File: src/rtl/pipe_scroller.sv
`default_nettype none
// ============================================================================
// Module   : pipe_scroller
// Brief    : Scrolling pipe obstacles with respawn, scoring and speed ramp.
// Revision : 1.0
// ============================================================================
module pipe_scroller #(
    parameter int NUM_PIPES     = 2,
    parameter int X_W           = 11,
    parameter int INIT_X        = 319,
    parameter int SPACING       = 320,
    parameter int SPAWN_X       = 639,
    parameter int Y_MIN         = 120,
    parameter int Y_RANGE_LOG2  = 7,
    parameter int Y_INIT        = 200,
    parameter int SPEED_INIT    = 1,
    parameter int SPEED_MAX     = 4,
    parameter int SPEEDUP_EVERY = 10
) (
    input  logic                     clk,
    input  logic                     reset_n,
    input  logic                     tick,
    input  logic                     enable,
    input  logic                     restart,
    input  logic [9:0]               random,
    input  logic [X_W-1:0]           bird_x,
    output logic [NUM_PIPES*X_W-1:0] pipe_x,
    output logic [NUM_PIPES*X_W-1:0] pipe_y,
    output logic [9:0]               score,
    output logic                     score_pulse,
    output logic [2:0]               speed
);

    localparam int          PASS_W    = $clog2(NUM_PIPES + 1);
    localparam logic [9:0]  Y_MASK    = 10'((1 << Y_RANGE_LOG2) - 1);
    localparam logic [10:0] SCORE_MAX = 11'd999;

    localparam logic [1:0] S_IDLE   = 2'd0;
    localparam logic [1:0] S_RUN    = 2'd1;
    localparam logic [1:0] S_FROZEN = 2'd2;

    function automatic logic [X_W-1:0] init_x(input int idx);
        return X_W'(INIT_X + idx * SPACING);
    endfunction

    logic [1:0] state_q, state_d;
    logic       do_update;

    logic [NUM_PIPES-1:0][X_W-1:0] x_q, x_d;
    logic [NUM_PIPES-1:0][X_W-1:0] y_q, y_d;
    logic [9:0]                    score_q, score_d;
    logic                          pulse_q, pulse_d;
    logic [2:0]                    speed_q, speed_d;
    // Points collected towards the next speed step.
    logic [9:0]                    step_q, step_d;

    logic [PASS_W-1:0] pass_cnt;
    logic [10:0]       score_sum;
    logic [9:0]        score_inc;
    logic [9:0]        step_sum;
    logic [X_W-1:0]    speed_ext;

    // ------------------------------------------------------------------------
    // Control FSM
    // ------------------------------------------------------------------------
    always_ff @(posedge clk or negedge reset_n) begin
        if (!reset_n) begin
            state_q <= S_IDLE;
        end else begin
            state_q <= state_d;
        end
    end

    always_comb begin
        state_d = state_q;
        if (restart) begin
            state_d = S_IDLE;
        end else begin
            case (state_q)
                S_IDLE:   if (enable)  state_d = S_RUN;
                S_RUN:    if (!enable) state_d = S_FROZEN;
                S_FROZEN: if (enable)  state_d = S_RUN;
                default:  state_d = S_IDLE;
            endcase
        end
    end

    always_comb begin
        do_update = (state_q == S_RUN) && tick && !restart;
    end

    // ------------------------------------------------------------------------
    // Pipe datapath
    // ------------------------------------------------------------------------
    always_comb begin
        x_d       = x_q;
        y_d       = y_q;
        score_d   = score_q;
        pulse_d   = 1'b0;
        speed_d   = speed_q;
        step_d    = step_q;
        pass_cnt  = '0;
        score_sum = '0;
        score_inc = '0;
        step_sum  = '0;
        speed_ext = X_W'(speed_q);

        if (restart) begin
            for (int i = 0; i < NUM_PIPES; i++) begin
                x_d[i] = init_x(i);
                y_d[i] = X_W'(Y_INIT);
            end
            score_d = '0;
            speed_d = 3'(SPEED_INIT);
            step_d  = '0;
        end else if (do_update) begin
            for (int i = 0; i < NUM_PIPES; i++) begin
                if (x_q[i] >= speed_ext) begin
                    x_d[i] = x_q[i] - speed_ext;
                    if ((x_q[i] >= bird_x) && (x_d[i] < bird_x)) begin
                        pass_cnt = pass_cnt + PASS_W'(1);
                    end
                end else begin
                    // Every respawning pipe shares this tick's random sample.
                    x_d[i] = X_W'(SPAWN_X);
                    y_d[i] = X_W'(Y_MIN) + X_W'(random & Y_MASK);
                end
            end

            if (pass_cnt != '0) begin
                pulse_d   = 1'b1;
                score_sum = {1'b0, score_q} + 11'(pass_cnt);
                score_d   = (score_sum > SCORE_MAX) ? SCORE_MAX[9:0] : score_sum[9:0];
                score_inc = score_d - score_q;
                step_sum  = step_q + score_inc;
                if (step_sum >= 10'(SPEEDUP_EVERY)) begin
                    step_d = step_sum - 10'(SPEEDUP_EVERY);
                    if (speed_q < 3'(SPEED_MAX)) begin
                        speed_d = speed_q + 3'd1;
                    end
                end else begin
                    step_d = step_sum;
                end
            end
        end
    end

    always_ff @(posedge clk or negedge reset_n) begin
        if (!reset_n) begin
            for (int i = 0; i < NUM_PIPES; i++) begin
                x_q[i] <= init_x(i);
                y_q[i] <= X_W'(Y_INIT);
            end
            score_q <= '0;
            pulse_q <= 1'b0;
            speed_q <= 3'(SPEED_INIT);
            step_q  <= '0;
        end else begin
            x_q     <= x_d;
            y_q     <= y_d;
            score_q <= score_d;
            pulse_q <= pulse_d;
            speed_q <= speed_d;
            step_q  <= step_d;
        end
    end

    assign pipe_x      = x_q;
    assign pipe_y      = y_q;
    assign score       = score_q;
    assign score_pulse = pulse_q;
    assign speed       = speed_q;

endmodule
`default_nettype wire

File: config.mk
export PLATFORM = sky130hd
export DESIGN_NAME = pipe_scroller
export DESIGN_NICKNAME = d
export VERILOG_FILES = /design/src/rtl/pipe_scroller.sv
export SDC_FILE = /design/constraint.sdc
export NUM_CORES = 1
export LEC_CHECK = 0
export ABC_AREA = 1
export ABC_CLOCK_PERIOD_IN_PS = 7200
export CAP_MARGIN = 20
export CORE_AREA = 5 5 125 127
export DETAILED_ROUTE_END_ITERATION = 6
export DIE_AREA = 0 0 130 132
export MAX_ROUTING_LAYER = met4
export PLACE_DENSITY = 0.72
export SYNTH_ARGS = -nofsm -noshare
export SYNTH_HDL_FRONTEND = slang
export SYNTH_SLANG_ARGS = --single-unit
File: constraint.sdc
create_clock -name clk -period 7.2 [get_ports clk]
set_input_delay 1.8 -clock clk [delete_from_list [all_inputs] [get_ports clk]]
set_output_delay 1.8 -clock clk [all_outputs]
set_load 0.01 [all_outputs]
==> qor.yml, run 1 <==
sta:
  timing_worst_slew_pin_value_ns: 0.9134
  setup_tns_ns: 0
  maxSlewViolCount: 0
  worst_clock_skew_ns: 0.007104
  finalSetupViolCount: 0
  maxSlewHeadroom: 0.3911
  finalCritPeriodShare: 0.9996
  fmax_mhz: 138.9
  hold_viol: 0
  rsz_0062_raised_after_global_routing: "true"
  final_period_minus_worst_setup_slack_ns: 7.197
detailed_routing:
  drt_wl_total_um: 16790
  drc_errors: 0
  num_vias: 5666
  drt_pre_antenna_iters: 6
  final_antenna_net_count: 0
  avgViaCountPerCell: 5.010
  detail_route.iter0.violations: 281
  detail_route.wl_per_cell_um: 14.85
cells_and_area:
  instances_no_fill: 1131
  number_of_inserted_diodes: 0
  layout.filler_cells: 1253
  ff_latch_area_um2: 1629
  syn2layout_area_growth_pct: 45.84
  final_util: 0.5737
  final_layout_size_suffix_gt1_frac: 0.3052
  multi_input_area_um2: 4069
  count_of_nets_after_finishing: 1043
synth:
  netlist_area_um2: 5630
  synth_commonest_cells: "190 x sky130_fd_sc_hd__nand2_1, 131 x sky130_fd_sc_hd__inv_1, 64 x sky130_fd_sc_hd__nor2_1"
  synth_top_area_cell: "sky130_fd_sc_hd__dfrtp_1"
  syn-instance-count: 773
  ys_seq_elements: 64
  synth_async_sr_flop_share: 1.000
  post_synthesis_share_of_cell_area_spent_on_and_or_nand_and_nor_gates: 0.2720
  synthXorXnorAreaFrac: 0.03889
  synth_compound_area_frac: 0.1078
  synth.mux.area_fraction: 0
  synth_edf_count: 0
  synth_top_flop_cell: "sky130_fd_sc_hd__dfrtp_1"
  yosys_warnings: 0
  synth_top_family_by_area: "simple AND/OR/NAND/NOR gates"
  synthDominantCellAreaShare: 0.1867
  post_synth_num_cell_types: 47
  synth_seq_area_share: 0.2893
  synthMostInstantiatedCell: "sky130_fd_sc_hd__nand2_1"
  post_synth.cell_area_avg_um2: 7.284
  largest_cells_by_area_after_synthesis: "sky130_fd_sc_hd__dfrtp_1 19%, sky130_fd_sc_hd__ha_1 14%, sky130_fd_sc_hd__nand2_1 13%"
  yosys.area_share.adder: 0.1827
cts:
  clock-sinks: 64
  clk_transition_reported_paths_ns: 0.06
  maximum_clock_insertion_buffer_count: 2
  cts_htree_levels: 3
  cts_tree: "yes"
  cts-buffers-inserted: 9
  clock-root-buffer: "sky130_fd_sc_hd__clkbuf_16"
  insertion_delay_ns: 0.35
floorplanning:
  fp.dieArea_um2: 17160
  io_pins: 84
  num_rows: 44
  dieHeight_um: 132
  floorplan.core_area_um2: 14310
  chipWidth_um: 130
  initial_core_util: 0.3934
placement:
  portBuffers: 74
  gpl.final_weighted_congestion: 0.9098
  numPlacedInstances: 1089
  detailed_placement_wirelength_estimate_um: 11550
critical_path:
  critPathMaxFanout: 4
  timing.critical_path.slowest_stage_cell: "sky130_fd_sc_hd__fa_1"
  timing_worst_setup_path_type: "primary input to flop"
  critical_path.max_stage_delay_ns: 0.52
  critPathArrivalTime_ns: 7.43
  crit_top_cell: "sky130_fd_sc_hd__nand2_1"
  kind_of_end_point_of_the_critical_path: "flop"
  worstPathRequired_ns: 7.43
  worstSetupStartpointType: "primary input"
grt:
  grt_overflow_total: 0
  grt_pass1_vias: 5625
  grt_start_max_net_pins: 65
  first_pass_grt_wire_length_um: 26400
  grtUsageTotal: 0.1977
  antenna_found_initial: 0
power:
  p_per_area_nw_per_um2: 227.8
  irDropWorstVdd_v: 0.0001873
  leakage_uw: 0.004000
worst_hold_path:
  tightest_hold_check_type: "flop to flop"
flow_run:
  cap_viol_max_count: 0
status:
  run_status: "completed"
-- layout by cell type (no fill, tap or decap), drive strengths merged, types with 3 or more instances in the layout --
master	synthesis	layout
a22oi	3	3
xnor2	3	3
dlymetal6s2s	0	4
nand2	197	198
o21ai	40	40
dfrtp	42	42
o31ai	3	3
nor3	7	7
o22ai	10	10
nand3	50	50
nand4	16	16
buf	11	92
ha	63	63
dfstp	22	22
inv	140	141
a21o	3	3
clkdlybuf4s50	0	67
conb	1	6
clkbuf	2	10
xor2	22	22
nor2	74	74
fa	12	12
a21oi	31	31
nand3b	4	4
a31oi	3	3
-- sequential cells by signal, summed over array words and instances, names as in the netlist --
| signal | flops |
|---|---|
| score_pulse | 1 |
| speed | 3 |
| step_q | 10 |
| state_q | 2 |
| pipe_y | 16 |
| pipe_x | 22 |
| score | 10 |
-- worst paths after layout --
| kind | startpoint | depth (start not counted) | to | slack, ns |
|---|---|---|---|---|
| hold / removal | pipe_y[17] | 2 | pipe_y[17] | 0.46 |
| max in group asynchronous | reset_n | 2 | state_q[0] | 4.93 |
| min in group asynchronous | reset_n | 2 | pipe_x[9] | 1.63 |
| hold reg to reg | pipe_y[17] | 2 | pipe_y[17] | 0.46 |
| setup reg to reg | speed[0] | 37 | step_q[3] | 0.07 |
| setup / recovery | bird_x[9] | 34 | step_q[3] | 0.003 |
-- stage by stage --
step,total power (uW),instance area (um^2),hold WS (ns),worst slack (ns)
after floorplan,897.9,5649,0.4483,0.2983
after global placement,1134,7027,0.4490,-0.8454
after detailed placement,1149,7027,0.4547,-0.9719
after CTS,1731,7662,0.4645,0.01821
after global routing,2000,8212,0.4860,-0.3484
final,1871,8212,0.4620,0.003103
-- kinds of logic (layout without fill, tap and decap cells) --
group	after synthesis	after routing
and+or+nand+nor	351	352
buffers and inverters	153	321
AOI/OAI and AO/OA	104	104
adders and majority gates	75	75
DFF	64	64
xor gates and xnor gates	25	25
other	1	6
-- report_power, final --
| part | switching [uW] | internal (uW) | leakage, uW | total, uW |
|---|---|---|---|---|
| clock | 181 | 279 | 0.000145 | 460 |
| combinational | 546 | 435 | 0.00305 | 981 |
| sequential | 29.1 | 401 | 0.000805 | 431 |
| total | 756 | 1110 | 0.00400 | 1870 |
-- timing repair --
action	CTS	global route
gates cloned	1	0
hold buffers	0	0
setup endpoints to repair	12	12
buffers inserted	9	16
resized for setup	69	94
endpoints found under the hold margin	0	0
pin swaps	35	63
-- cell type report --
class | instances | share of cell area
clock buffer | 10 | 0.02910
clock inverter | 6 | 0.008228
inverter | 140 | 0.06521
multi-input combinational | 562 | 0.4955
sequential | 64 | 0.1984
tap | 184 | 0.02804
timing repair buffer | 165 | 0.1755
-- critical path, delay by kind of cell --
family | cells | cell delay, ns
fa+ha+maj | 7 | 2.16
simple gates | 19 | 1.98
xor+xnor | 2 | 0.36
buf+inv | 6 | 1.12
-- metal layers --
metal	track usage	up-vias	share of wire	routed length (um)
met4	0.07044	0	0.027	446
li1	-	2820	-	-
met3	0.04984	34	0.056	941
met5	-	-	0	0
met1	0.2391	2661	0.43	7216
met2	0.3186	151	0.49	8190
Note: power is estimated with default switching activity, not from simulation.
==> run 2: changes to the inputs <==
--- a/config.mk
+++ b/config.mk
@@ -7,10 +7,10 @@
 export LEC_CHECK = 0
 export ABC_AREA = 1
 export ABC_CLOCK_PERIOD_IN_PS = 7200
-export CAP_MARGIN = 20
-export CORE_AREA = 5 5 125 127
+export CAP_MARGIN = 10
+export CORE_AREA = 5 5 148 108
 export DETAILED_ROUTE_END_ITERATION = 6
-export DIE_AREA = 0 0 130 132
+export DIE_AREA = 0 0 153 113
 export MAX_ROUTING_LAYER = met4
 export PLACE_DENSITY = 0.72
 export SYNTH_ARGS = -nofsm -noshare
==> run 2 against run 1 <==
Register-to-register slack better by 0.17 ns. Flip-flop and latch count unchanged. Worst hold slack better by 0.0045 ns. Sequential power about the same. Die area up 0.75%. Utilization up 0.88 points. Non-clock buffer count down 6. First-iteration DRC count up 73%. Largest power group unchanged. Highest routed layer unchanged.
==> qor.yml, run 2 (synthesis gave the netlist of run 1 again) <==
sta:
  worst_clock_skew_ns: 0.006689
  hold_viol: 0
  final_period_minus_worst_setup_slack_ns: 6.987
  post-route-worst-setup-slack_ns: 0.2133
  finalCritPeriodShare: 0.9704
  rsz_0062_raised_after_global_routing: "true"
  maxSlewHeadroom: 0.4208
  maxSlewViolCount: 0
  fin_hold_ws_ns: 0.4666
  fmax_mhz: 143.1
  timing_worst_slew_pin_value_ns: 0.8688
  finalSetupViolCount: 0
grt:
  antenna_found_initial: 0
  grt_overflow_total: 0
  grt_start_max_net_pins: 65
  grt.met2_usage: 0.2778
  groute.layer.met3.usage: 0.04128
  use_met1: 0.2860
  first_pass_grt_wire_length_um: 26660
  busiest_layer: "met1"
  grt_pass1_vias: 5351
  grtUsageTotal: 0.1942
placement:
  numPlacedInstances: 1102
  portBuffers: 74
  gpl.final_weighted_congestion: 0.9151
  dp_worst_setup_slack_ns: -0.9102
  detailed_placement_wirelength_estimate_um: 12030
floorplanning:
  initial_core_util: 0.3923
  num_rows: 37
  floorplan.core_area_um2: 14350
  chipWidth_um: 153
  dieHeight_um: 113
  fp.dieArea_um2: 17290
  io_pins: 84
cells_and_area:
  final_util: 0.5825
  ff_latch_area_um2: 1630
  most_common_cell_after_layout_fill_and_taps_aside: "sky130_fd_sc_hd__nand2_1"
  syn2layout_area_growth_pct: 48.47
  count_of_nets_after_finishing: 1037
  multi_input_area_um2: 4265
  instances_no_fill: 1136
  layout.filler_cells: 1245
  final_layout_size_suffix_gt1_frac: 0.3294
  number_of_inserted_diodes: 0
  largest_register_ffs: 22
  commonest_cells_after_routing_fill_and_taps_aside: "146 x sky130_fd_sc_hd__nand2_1, 108 x sky130_fd_sc_hd__inv_1, 82 x sky130_fd_sc_hd__buf_4, 62 x sky130_fd_sc_hd__clkdlybuf4s50_1, 49 x sky130_fd_sc_hd__nor2_1"
cts:
  cts-buffers-inserted: 9
  clock-root-buffer: "sky130_fd_sc_hd__clkbuf_16"
  clk_transition_reported_paths_ns: 0.06
  insertion_delay_ns: 0.34
  cts_htree_levels: 3
  clock-sinks: 64
  cts_tree: "yes"
  maximum_clock_insertion_buffer_count: 2
worst_hold_path:
  hold_path_cells: 2
  min-delay-start: "pipe_y[18]"
  holdPathEnd: "pipe_y[18]"
  tightest_hold_check_type: "flop to flop"
critical_path:
  critPathArrivalTime_ns: 7.26
  worstPathRequired_ns: 7.48
  critPathMaxFanout: 5
  kind_of_end_point_of_the_critical_path: "flop"
  worst_r2r_startpoint: "speed[0]"
  timing.reg2reg.worst_path_depth: 46
  reg2reg_setup_slack_ns: 0.24
  critical_path.max_stage_delay_ns: 0.42
  crit_top_cell: "sky130_fd_sc_hd__nand2_1"
  reg2reg_to: "step_q[3]"
  worstSetupStartpointType: "primary input"
  timing.critical_path.slowest_stage_cell: "sky130_fd_sc_hd__fa_2"
  timing_worst_setup_path_type: "primary input to flop"
detailed_routing:
  num_vias: 5774
  final_antenna_net_count: 0
  drt_wl_total_um: 17390
  avgViaCountPerCell: 5.083
  drc_errors: 0
  detail_route.iter0.violations: 487
  drt_pre_antenna_iters: 6
  detail_route.wl_per_cell_um: 15.31
power:
  leakage_uw: 0.003981
  p_per_area_nw_per_um2: 217.8
  irDropWorstVdd_v: 0.0001534
flow_run:
  cap_viol_max_count: 0
status:
  run_status: "completed"
==> run 2: cell types whose count changed in the layout (fill, tap and decap cells not counted), moves of 4 or more <==
cell,previous run,this run
sky130_fd_sc_hd__ha_1,39,24
sky130_fd_sc_hd__nand2_2,30,45
sky130_fd_sc_hd__nand2_1,160,146
sky130_fd_sc_hd__ha_4,22,35
sky130_fd_sc_hd__buf_4,87,82
sky130_fd_sc_hd__clkdlybuf4s50_1,67,62
sky130_fd_sc_hd__dlymetal6s2s_1,4,8
sky130_fd_sc_hd__o21ai_1,10,14
==> run 2: area by class of cell <==
cell class | count | area share
clock buffer | 13 | 0.03113
clock inverter | 3 | 0.002095
inverter | 140 | 0.06496
multi-input combinational | 562 | 0.5103
sequential | 64 | 0.1950
tap | 195 | 0.02919
timing repair buffer | 159 | 0.1673
==> run 2: worst max path at each step <==
stage | from | endpoint | slack, ns | cells after the start
after CTS | bird_x[0] | step_q[9] | 0.001 | 38
after detailed placement | bird_x[2] | speed[1] | -0.91 | 43
final | bird_x[4] | step_q[3] | 0.21 | 42
after global placement | bird_x[2] | step_q[4] | -0.89 | 41
after floorplan | bird_x[2] | step_q[7] | 0.30 | 38
after global routing | speed[0] | step_q[3] | -0.17 | 49
==> run 2: report_power, final <==
| part | switching, uW | internal [uW] | total [uW] |
|---|---|---|---|
| registers | 30.5 | 401 | 432 |
| clock network | 169 | 251 | 420 |
| logic | 542 | 427 | 969 |
| total | 741 | 1080 | 1820 |
==> run 2: metrics by stage <==
step | total power [uW] | TNS [ns] | cell area, um^2
after global routing | 1945 | -1.162 | 8359
after detailed placement | 1179 | -10.26 | 7056
final | 1820 | 0 | 8359
after global placement | 1163 | -10.10 | 7056
after floorplan | 897.9 | 0 | 5649
after CTS | 1676 | 0 | 7575
==> run 2: what timing repair did <==
action                                  in CTS  in global routing
hold buffers                                 0                  0
gates cloned                                 1                  0
buffers inserted                             4                 13
pin swaps                                   29                 74
resized for setup                           51                152
endpoints found under the setup margin      12                 12
==> run 2: routing by layer <==
| metal | share of wire | wire (um) | up-vias |
|---|---|---|---|
| met2 | 0.43 | 7467 | 245 |
| met4 | 0.012 | 207 | 0 |
| met1 | 0.47 | 8249 | 2701 |
| met3 | 0.084 | 1462 | 22 |
| met5 | 0 | 0 | - |
| li1 | - | - | 2806 |
==> run 2: critical path, delay by kind of cell <==
family                     cells  cell delay, ns
buffers and inverters          6            0.71
adders and majority gates      6            1.63
and+or+nand+nor               28            2.73
AOI/OAI and AO/OA              1            0.22
xor gates and xnor gates       1            0.16
